$ cat src/rtl/dmem_led_probe_pkg.sv
// Shared FSM state type, fill pattern and segment sizing helpers for dmem_led_probe.
package dmem_probe_pkg;

  typedef enum logic [1:0] {IDLE, REQ, WAIT, SHOW} probe_state_e;

  // Shown on every LED segment when a read times out: alternating on/off pairs.
  localparam logic [1:0] FILL_PAIR = 2'b10;

  function automatic int unsigned seg_n(input int unsigned data_w, input int unsigned led_w);
    return data_w / led_w;
  endfunction

  function automatic int unsigned seg_w(input int unsigned data_w, input int unsigned led_w);
    return (data_w / led_w > 1) ? $clog2(data_w / led_w) : 1;
  endfunction

endpackage

$ cat src/rtl/dmem_led_probe_tick_counter.sv
// Wrap counter 0..MAX-1 with enable, hold and clear; tc pulses on the wrapping cycle.
module probe_tick_counter #(
  parameter int unsigned MAX = 4
) (
  input  logic clk,
  input  logic rst_n,
  input  logic en,
  input  logic hold,
  input  logic clr,
  output logic tc
);

  localparam int unsigned CW = (MAX > 1) ? $clog2(MAX) : 1;

  logic [CW-1:0] count;
  logic          at_top;

  assign at_top = (count == CW'(MAX - 1));
  assign tc     = en && !hold && !clr && at_top;

  always_ff @(posedge clk or negedge rst_n) begin
    if (!rst_n) begin
      count <= '0;
    end else if (clr) begin
      count <= '0;
    end else if (en && !hold) begin
      count <= at_top ? '0 : count + 1'b1;
    end
  end

endmodule

$ cat src/rtl/dmem_led_probe.sv
// Debug probe: reads a switch-selected data-memory word over req/ack and scans it onto the LEDs.
// Optional ack timeout (fill pattern + timeout_flag port): define PROBE_TIMEOUT_EN.
module dmem_led_probe
  import dmem_probe_pkg::*;
#(
  parameter int unsigned ADDR_W         = 6,
  parameter int unsigned DATA_W         = 32,
  parameter int unsigned LED_W          = 8,
  parameter int unsigned SCAN_CYCLES    = 25000000,
  parameter int unsigned REFRESH_CYCLES = 1024,
  parameter int unsigned TIMEOUT_CYCLES = 16
) (
  input  logic                                 clk,
  input  logic                                 rst_n,
  input  logic                                 hack,
  input  logic [ADDR_W-1:0]                    probe_addr,
  output logic                                 mem_rd_req,
  output logic [ADDR_W-1:0]                    mem_rd_addr,
  input  logic                                 mem_rd_ack,
  input  logic [DATA_W-1:0]                    mem_rd_data,
  output logic [LED_W-1:0]                     led,
  output logic [seg_w(DATA_W, LED_W)-1:0]      seg_idx,
  output logic                                 busy
`ifdef PROBE_TIMEOUT_EN
  ,
  output logic                                 timeout_flag
`endif
);

  localparam int unsigned SEG_N = seg_n(DATA_W, LED_W);
  localparam int unsigned SEG_W = seg_w(DATA_W, LED_W);
  localparam logic [DATA_W-1:0] FILL_WORD = {(DATA_W/2){FILL_PAIR}};

  if ((DATA_W % LED_W) != 0 || (LED_W % 2) != 0 || SCAN_CYCLES < 1 ||
      REFRESH_CYCLES < 2 || TIMEOUT_CYCLES < 1) begin : g_param_check
    $error("dmem_led_probe: unsupported parameter combination");
  end

  probe_state_e      state, state_nxt;
  logic [DATA_W-1:0] word, word_nxt;
  logic [SEG_W-1:0]  seg_nxt;
  logic [ADDR_W-1:0] last_addr;
  logic              refreshing;
  logic              reading, in_show, ack_ok, addr_chg;
  logic              scan_tc, refresh_tc, timeout_hit;

  assign reading    = (state == REQ) || (state == WAIT);
  assign in_show    = (state == SHOW);
  assign ack_ok     = reading && mem_rd_ack;
  assign addr_chg   = in_show && !hack && (probe_addr != last_addr);
  assign mem_rd_req = reading;
  assign busy       = reading;

  // A refresh read keeps the scan running so the new word replaces the old in place.
  probe_tick_counter #(.MAX(SCAN_CYCLES)) u_scan (
    .clk  (clk),
    .rst_n(rst_n),
    .en   (in_show || (reading && refreshing)),
    .hold (hack),
    .clr  (addr_chg || (ack_ok && !refreshing)),
    .tc   (scan_tc)
  );

  probe_tick_counter #(.MAX(REFRESH_CYCLES)) u_refresh (
    .clk  (clk),
    .rst_n(rst_n),
    .en   (in_show),
    .hold (hack),
    .clr  (addr_chg),
    .tc   (refresh_tc)
  );

`ifdef PROBE_TIMEOUT_EN
  logic timeout_tc;

  probe_tick_counter #(.MAX(TIMEOUT_CYCLES)) u_timeout (
    .clk  (clk),
    .rst_n(rst_n),
    .en   (reading),
    .hold (1'b0),
    .clr  (!reading || mem_rd_ack),
    .tc   (timeout_tc)
  );

  assign timeout_hit = timeout_tc;

  always_ff @(posedge clk or negedge rst_n) begin
    if (!rst_n) begin
      timeout_flag <= 1'b0;
    end else if (ack_ok) begin
      timeout_flag <= 1'b0;
    end else if (timeout_hit) begin
      timeout_flag <= 1'b1;
    end
  end
`else
  assign timeout_hit = 1'b0;
`endif

  always_comb begin
    state_nxt = state;
    word_nxt  = word;
    seg_nxt   = seg_idx;
    unique case (state)
      IDLE: state_nxt = REQ;
      REQ, WAIT: begin
        if (mem_rd_ack) begin
          state_nxt = SHOW;
          word_nxt  = mem_rd_data;
        end else if (timeout_hit) begin
          state_nxt = SHOW;
          word_nxt  = FILL_WORD;
        end else begin
          state_nxt = WAIT;
        end
      end
      SHOW: if (addr_chg || refresh_tc) state_nxt = REQ;
      default: state_nxt = IDLE;
    endcase
    if (addr_chg || (ack_ok && !refreshing)) begin
      seg_nxt = '0;
    end else if (scan_tc) begin
      seg_nxt = (seg_idx == SEG_W'(SEG_N - 1)) ? '0 : seg_idx + 1'b1;
    end
  end

  always_ff @(posedge clk or negedge rst_n) begin
    if (!rst_n) begin
      state       <= IDLE;
      word        <= '0;
      seg_idx     <= '0;
      led         <= '0;
      mem_rd_addr <= '0;
      last_addr   <= '0;
      refreshing  <= 1'b0;
    end else begin
      state   <= state_nxt;
      word    <= word_nxt;
      seg_idx <= seg_nxt;
      // Driven from next-state values so led tracks word/seg_idx on the same edge.
      led     <= word_nxt[seg_nxt*LED_W +: LED_W];
      if (state == IDLE || addr_chg) begin
        mem_rd_addr <= probe_addr;
        last_addr   <= probe_addr;
      end
      if (addr_chg) begin
        refreshing <= 1'b0;
      end else if (refresh_tc) begin
        refreshing <= 1'b1;
      end
    end
  end

endmodule

$ cat config.mk
export PLATFORM = sky130hd
export DESIGN_NAME = dmem_led_probe
export DESIGN_NICKNAME = d
export VERILOG_FILES = /design/src/rtl/dmem_led_probe_pkg.sv /design/src/rtl/dmem_led_probe_tick_counter.sv /design/src/rtl/dmem_led_probe.sv
export SDC_FILE = /design/constraint.sdc
export NUM_CORES = 1
export LEC_CHECK = 0
export ABC_AREA = 1
export CELL_PAD_IN_SITES_DETAIL_PLACEMENT = 0
export CELL_PAD_IN_SITES_GLOBAL_PLACEMENT = 1
export CORE_ASPECT_RATIO = 0.75
export CORE_MARGIN = 3
export CORE_UTILIZATION = 23
export DETAILED_ROUTE_END_ITERATION = 10
export GPL_TIMING_DRIVEN = 0
export PLACE_DENSITY_LB_ADDON = 0.1
export SETUP_SLACK_MARGIN = 0.3
export SKIP_CTS_REPAIR_TIMING = 1
export SYNTH_ARGS = -nofsm -noshare
export SYNTH_HDL_FRONTEND = slang
export SYNTH_SLANG_ARGS = --single-unit
$ cat constraint.sdc
create_clock -name clk -period 5 [get_ports clk]
set_input_delay 1 -clock clk [delete_from_list [all_inputs] [get_ports clk]]
set_output_delay 1 -clock clk [all_outputs]
set_load 0.005 [all_outputs]
==> out/results.ini, run 1 <==
[status]
outcome=finished, final reports clean

[clock_network]
clockRootBuffer=clkbuf_16
clk_pin_slew_ns=0.06
cts.sinks=86
clock_latency_ns=0.34
clockBufferDepth=2
htreeDepth=3
cts_tree=built
cts_buffers=9

[setup_path]
cp.arrival_ns=3.17
cp_cell_sequence=clkdlybuf4s50_1 > inv_1 > nand2_1 > nand2_1 > nor2_1 > nand3_2 > nand2_2 > nand3_1 > inv_1 > nand2_2 > buf_6 > o22ai_1
critPathMaxFanout=10
cp-end-kind=flip-flop
cp-start-kind=input pin
required_ns=5.26
cpPeakStageDelay_ns=0.52
worst_path_max_delay_cell=clkdlybuf4s50_1
critical_path_class=in -> reg

[die]
die_h_um=130
core_mm2=0.0197
start_util_pct=23.9
ios=60
rows=44
dieArea_mm2=0.0222
die_x_um=171

[detailed_routing]
routedWlPerCell_um=14.3
vias_per_cell=4.35
vias=4061
detail-route-antenna-nets=0
route.detailed.drc=0
dr.pass1.iters=4
drt_iter0_markers=217
finalWirelength_um=13400

[global_route]
grt_first_pass_wirelength_um=21900
grt_overflow=0
first_global_vias=4137
grt_start_max_net_pins=46
antenna_found_initial=0
grt_usage_pct=12.6

[timing]
tightestPinTransition_ns=0.650
hold_viol_final=0
layout_setup_ws_ns=2.09
setup_viol_count_final=0
relSlewSlack_pct=56.7
rsz0062_at_grt=false
period_minus_slack_ns=2.91
fin_skew_ns=0.00492
max_freq_mhz=344
maxSlewViolCount=0
fin_crit_sh_pct=58.2

[synth]
synth_cell_types=44
synth_edf_count=0
synthTopCellsByArea=dfrtp_1 46%, nand2_1 11%, inv_1 9.2%
ys.flop_type=dfrtp_1
yosysWarningCount=0
yosysSeqAreaShare_pct=45.7
synth_top_area_share_pct=45.7
synth_cells=606
netlist_area_mm2=0.00471
synth_most_common_cell=nand2_1
synth_common_cells=137 x nand2_1, 116 x inv_1, 86 x dfrtp_1, 46 x o21ai_0, 40 x nor2_1
async_flop_share_pct=100
ys_ff_latch=86
synth_top_area_cell=dfrtp_1
syn_avg_cell_area_um2=7.77
synth_nets=653

[final_layout]
finish.instance_area_mm2=0.00598
utilization_pct=30.3
regArea_mm2=0.00215
area_growth_syn_to_layout_pct=26.9
fin_cells=934
final_nets=724
fill_cells=2111
drive_above_1_share_pct=7.34
multi_input_area_mm2=0.00200
num_antenna_cells=0

[placement]
dp_hpwl_um=10100
place_inst=919
pre_cts_slack_ns=1.70
postPlaceCellArea_mm2=0.00564
port_buffers=59
place.gp.congestion=0.792

[power]
sequentialPowerShare_pct=34.6
p_sw_share_pct=36.5
fin_total_pwr_mw=2.80
ir_drop_mv=0.156
cellLeakagePower_nw=2.75
p_sw_mw=1.02
power_frac_clock_pct=27.8
power_frac_comb_pct=37.6
powerDensity_mw_per_mm2=468
p_int_mw=1.77

[flow_run]
maxCapViolCount=0

[worst_hold_path]
hp-class=reg -> reg

## area by class of cell
class,count,area share [%]
multi-input cells,380,33.4
well taps,253,5.30
plain buffers,20,1.82
clock buffers,9,3.77
repair buffers,60,10.3
clock inverters,6,1.86
flip-flops and latches,86,36.0
inverters,120,7.54
## critical path: cells and delay by family
family | cells | cell delay, ns
buffers and inverters | 4 | 1.04
and+or+nand+nor | 7 | 0.98
AOI/OAI and AO/OA | 1 | 0.13
## state kept, by name, indices dropped and copies added, names as in the netlist
name	flops
word	32
u_scan.count	25
u_refresh.count	10
led	8
last_addr	6
seg_idx	2
state	2
refreshing	1
## per-layer routing
layer	vias to the layer above	share of wire, %	global-route usage [%]
met3	12	2.9	2.67
met1	1921	54	18.6
met2	49	42	18.8
met4	0	0.99	2.98
met5	-	0	0
li1	2079	-	-
## logic make-up after synthesis
kind of cell    share of synthesized area [%]
compound gates                           10.4
xor+xnor                                 2.79
fa+ha+maj                                1.33
buf+inv                                  11.9
flops                                    45.7
simple gates                             27.8
## per-stage QoR
step	hold WS [ns]	TNS, ns
3_5_place_dp	0.509	0
2_1_floorplan	0.472	0
6_report	0.517	0
3_3_place_gp	0.503	-62.00
5_1_grt	0.526	0
4_1_cts	0.520	0
## power groups by stage
stage                     clock network, mW  logic [mW]  registers [mW]
after global routing                  0.842        1.22           0.989
after floorplan                           0       0.631           0.970
final                                 0.777        1.05           0.967
after global placement                    0        1.06           0.977
after CTS                             0.811        1.07           0.968
after detailed placement                  0        1.06           0.980
## final timing paths
path	to	slack, ns	cells after the start	from
setup / recovery	u_scan.count[23]	2.09	12	probe_addr[1]
hold / removal	u_scan.count[0]	0.52	1	u_scan.count[0]
setup reg to reg	led[7]	2.52	9	state[0]
hold reg to reg	u_scan.count[0]	0.52	1	u_scan.count[0]
max in group asynchronous	word[26]	3.67	2	rst_n
min in group asynchronous	last_addr[2]	0.68	1	rst_n
## layout by cell type, fill, tap and decap left out, types with 4 or more instances in the layout
cell type and count:
clkbuf_16 9, nand2_1 137, a21oi_1 6, clkbuf_1 9, nor3_1 9, dfrtp_1 86
buf_4 4, buf_2 6, o21ai_0 46, nor2_1 40, ha_1 5, nand4_1 25
xor2_1 15, o21ai_1 7, nand2_2 4, nor4_1 4, nand3_1 37, clkdlybuf4s50_1 58
o22ai_1 10, inv_1 116
(Power assumes the default switching activity.)
==> run 2, diff against run 1 <==
==> constraint.sdc (replaced) <==
create_clock -name clk -period 2.5 [get_ports clk]
set_input_delay 0.5 -clock clk [delete_from_list [all_inputs] [get_ports clk]]
set_output_delay 0.5 -clock clk [all_outputs]
set_load 0.005 [all_outputs]
==> out/results.ini, run 2 (synthesis results as in run 1) <==
[power]
cellLeakagePower_nw=2.98  ; was 2.75 nW
powerDensity_mw_per_mm2=917  ; was 468 mW/mm²
fin_total_pwr_mw=5.83  ; was 2.80 mW
ir_drop_mv=0.312  ; was 0.156 mV

[setup_path]
critical_path_class=reg -> out  ; was in -> reg
cp.arrival_ns=1.58  ; was 3.17 ns
cp-end-kind=output port  ; was flip-flop
cp_top_family=buffers and inverters  ; unchanged
cp-start-kind=flip-flop  ; was input pin
cp_num_buf_inv=2  ; was 4
crit_start=state[1]  ; was probe_addr[1]
cpPeakStageDelay_ns=0.50  ; was 0.52 ns
cp_cell_sequence=inv_1 > ha_4 > clkdlybuf4s50_1  ; was clkdlybuf4s50_1 > inv_1 > nand2_1 > nand2_1 > nor2_1 > nand3_2 > nand2_2 > nand3_1 > inv_1 > nand2_2 > buf_6 > o22ai_1
r2r_start=u_scan.count[0]  ; was state[0]
worst_path_max_delay_cell=clkdlybuf4s50_1  ; unchanged
required_ns=2.00  ; was 5.26 ns
critPathMaxFanout=5  ; was 10

[final_layout]
layout_commonest_cell=nand2_1  ; unchanged
largest_reg_flops=32  ; unchanged
regMostFlops=word  ; unchanged
area_growth_syn_to_layout_pct=35.0  ; was 26.9%
layout_common_cells=136 x nand2_1, 113 x inv_1, 86 x dfrtp_1, 51 x clkdlybuf4s50_1, 42 x o21ai_0  ; was 137 x nand2_1, 116 x inv_1, 86 x dfrtp_1, 58 x clkdlybuf4s50_1, 46 x o21ai_0
drive_above_1_share_pct=15.2  ; was 7.34%
num_antenna_cells=0  ; unchanged
final_nets=746  ; was 724
reg_top3=word x32, u_scan.count x25, u_refresh.count x10  ; unchanged
utilization_pct=32.2  ; was 30.3%

[die]
rows=44  ; unchanged
core_mm2=0.0197  ; unchanged
start_util_pct=23.9  ; unchanged
dieArea_mm2=0.0222  ; unchanged
ios=60  ; unchanged
die_h_um=130  ; unchanged
die_x_um=171  ; unchanged

[clock_network]
cts_tree=built  ; unchanged
cts.sinks=86  ; unchanged
cts_buffers=9  ; unchanged
clock_latency_ns=0.34  ; about the same
htreeDepth=3  ; unchanged
clockBufferDepth=2  ; unchanged
clk_pin_slew_ns=0.06  ; about the same
clockRootBuffer=clkbuf_16  ; unchanged

[timing]
fin_crit_sh_pct=83.4
maxSlewViolCount=0  ; unchanged
period_minus_slack_ns=2.08
rsz0062_at_grt=true  ; was false
fin_skew_ns=0.00577  ; was 0.00492 ns
tightestPinTransition_ns=0.657  ; was 0.650 ns
hold_viol_final=0  ; unchanged
whs_ns=0.177  ; was 0.517 ns
relSlewSlack_pct=56.2  ; was 56.7%
fin_setup_tns_ns=0  ; unchanged
max_freq_mhz=480
setup_viol_count_final=0  ; unchanged

[placement]
place.gp.congestion=0.792  ; unchanged
dp_hpwl_um=10100  ; unchanged
port_buffers=59  ; unchanged

[global_route]
first_global_vias=4137  ; unchanged
grt_overflow=0  ; unchanged
grt_first_pass_wirelength_um=21900  ; unchanged
antenna_found_initial=0  ; unchanged
grt_start_max_net_pins=46  ; unchanged
grt_usage_pct=12.6  ; unchanged

[detailed_routing]
vias_per_cell=4.36  ; was 4.35
dr.pass1.iters=4  ; unchanged
finalWirelength_um=13700  ; was 13400 µm
routedWlPerCell_um=14.3  ; about the same
detail-route-antenna-nets=0  ; unchanged
drt_iter0_markers=247  ; was 217
vias=4172  ; was 4061
route.detailed.drc=0  ; unchanged

[worst_hold_path]
hp-class=in -> async  ; was reg -> reg

[flow_run]
maxCapViolCount=0  ; unchanged

[status]
outcome=finished, final reports clean  ; unchanged

-- run 2: final cells by class --
type / count / area [µm²]
fill: 2084 / 13400
sequential: 86 / 2150
multi-input combinational: 380 / 2150
timing repair buffer: 82 / 816
inverter: 120 / 450
tap: 253 / 317
clock buffer: 9 / 225
buffer: 20 / 135
clock inverter: 6 / 111
-- run 2: report_power, final --
group / internal (mW) / switching (mW)
clock: 0.972 / 0.588
sequential: 1.79 / 0.148
combinational: 0.938 / 1.40
total: 3.70 / 2.13
-- run 2: layer usage --
layer / up-vias / global-route usage (%) / part of all wire [%]
li1: 2124 / - / -
met2: 60 / 18.8 / 42
met5: - / 0 / 0
met1: 1976 / 18.6 / 54
met3: 12 / 2.67 / 3.2
met4: 0 / 2.98 / 0.96
-- run 2: stage by stage --
stage / cell area (µm²) / cells / setup WS [ns]
3_3_place_gp: 5620 / 918 / -2.73
6_report: 6360 / 956 / 0.416
4_1_cts: 5980 / 934 / -0.0198
5_1_grt: 6360 / 956 / 0.272
3_5_place_dp: 5640 / 919 / -0.295
2_1_floorplan: 4710 / 606 / 0.611
-- run 2: worst paths after layout --
path | end | slack (ns) | cells past startpoint
min in group clk | last_addr[3] | 0.44 | 3
worst max register to register | led[5] | 0.45 | 12
max in group asynchronous | u_scan.count[24] | 1.67 | 2
worst min-delay path | last_addr[3] | 0.18 | 1
worst max-delay path | busy | 0.42 | 3
worst min register to register | u_refresh.count[2] | 0.55 | 1
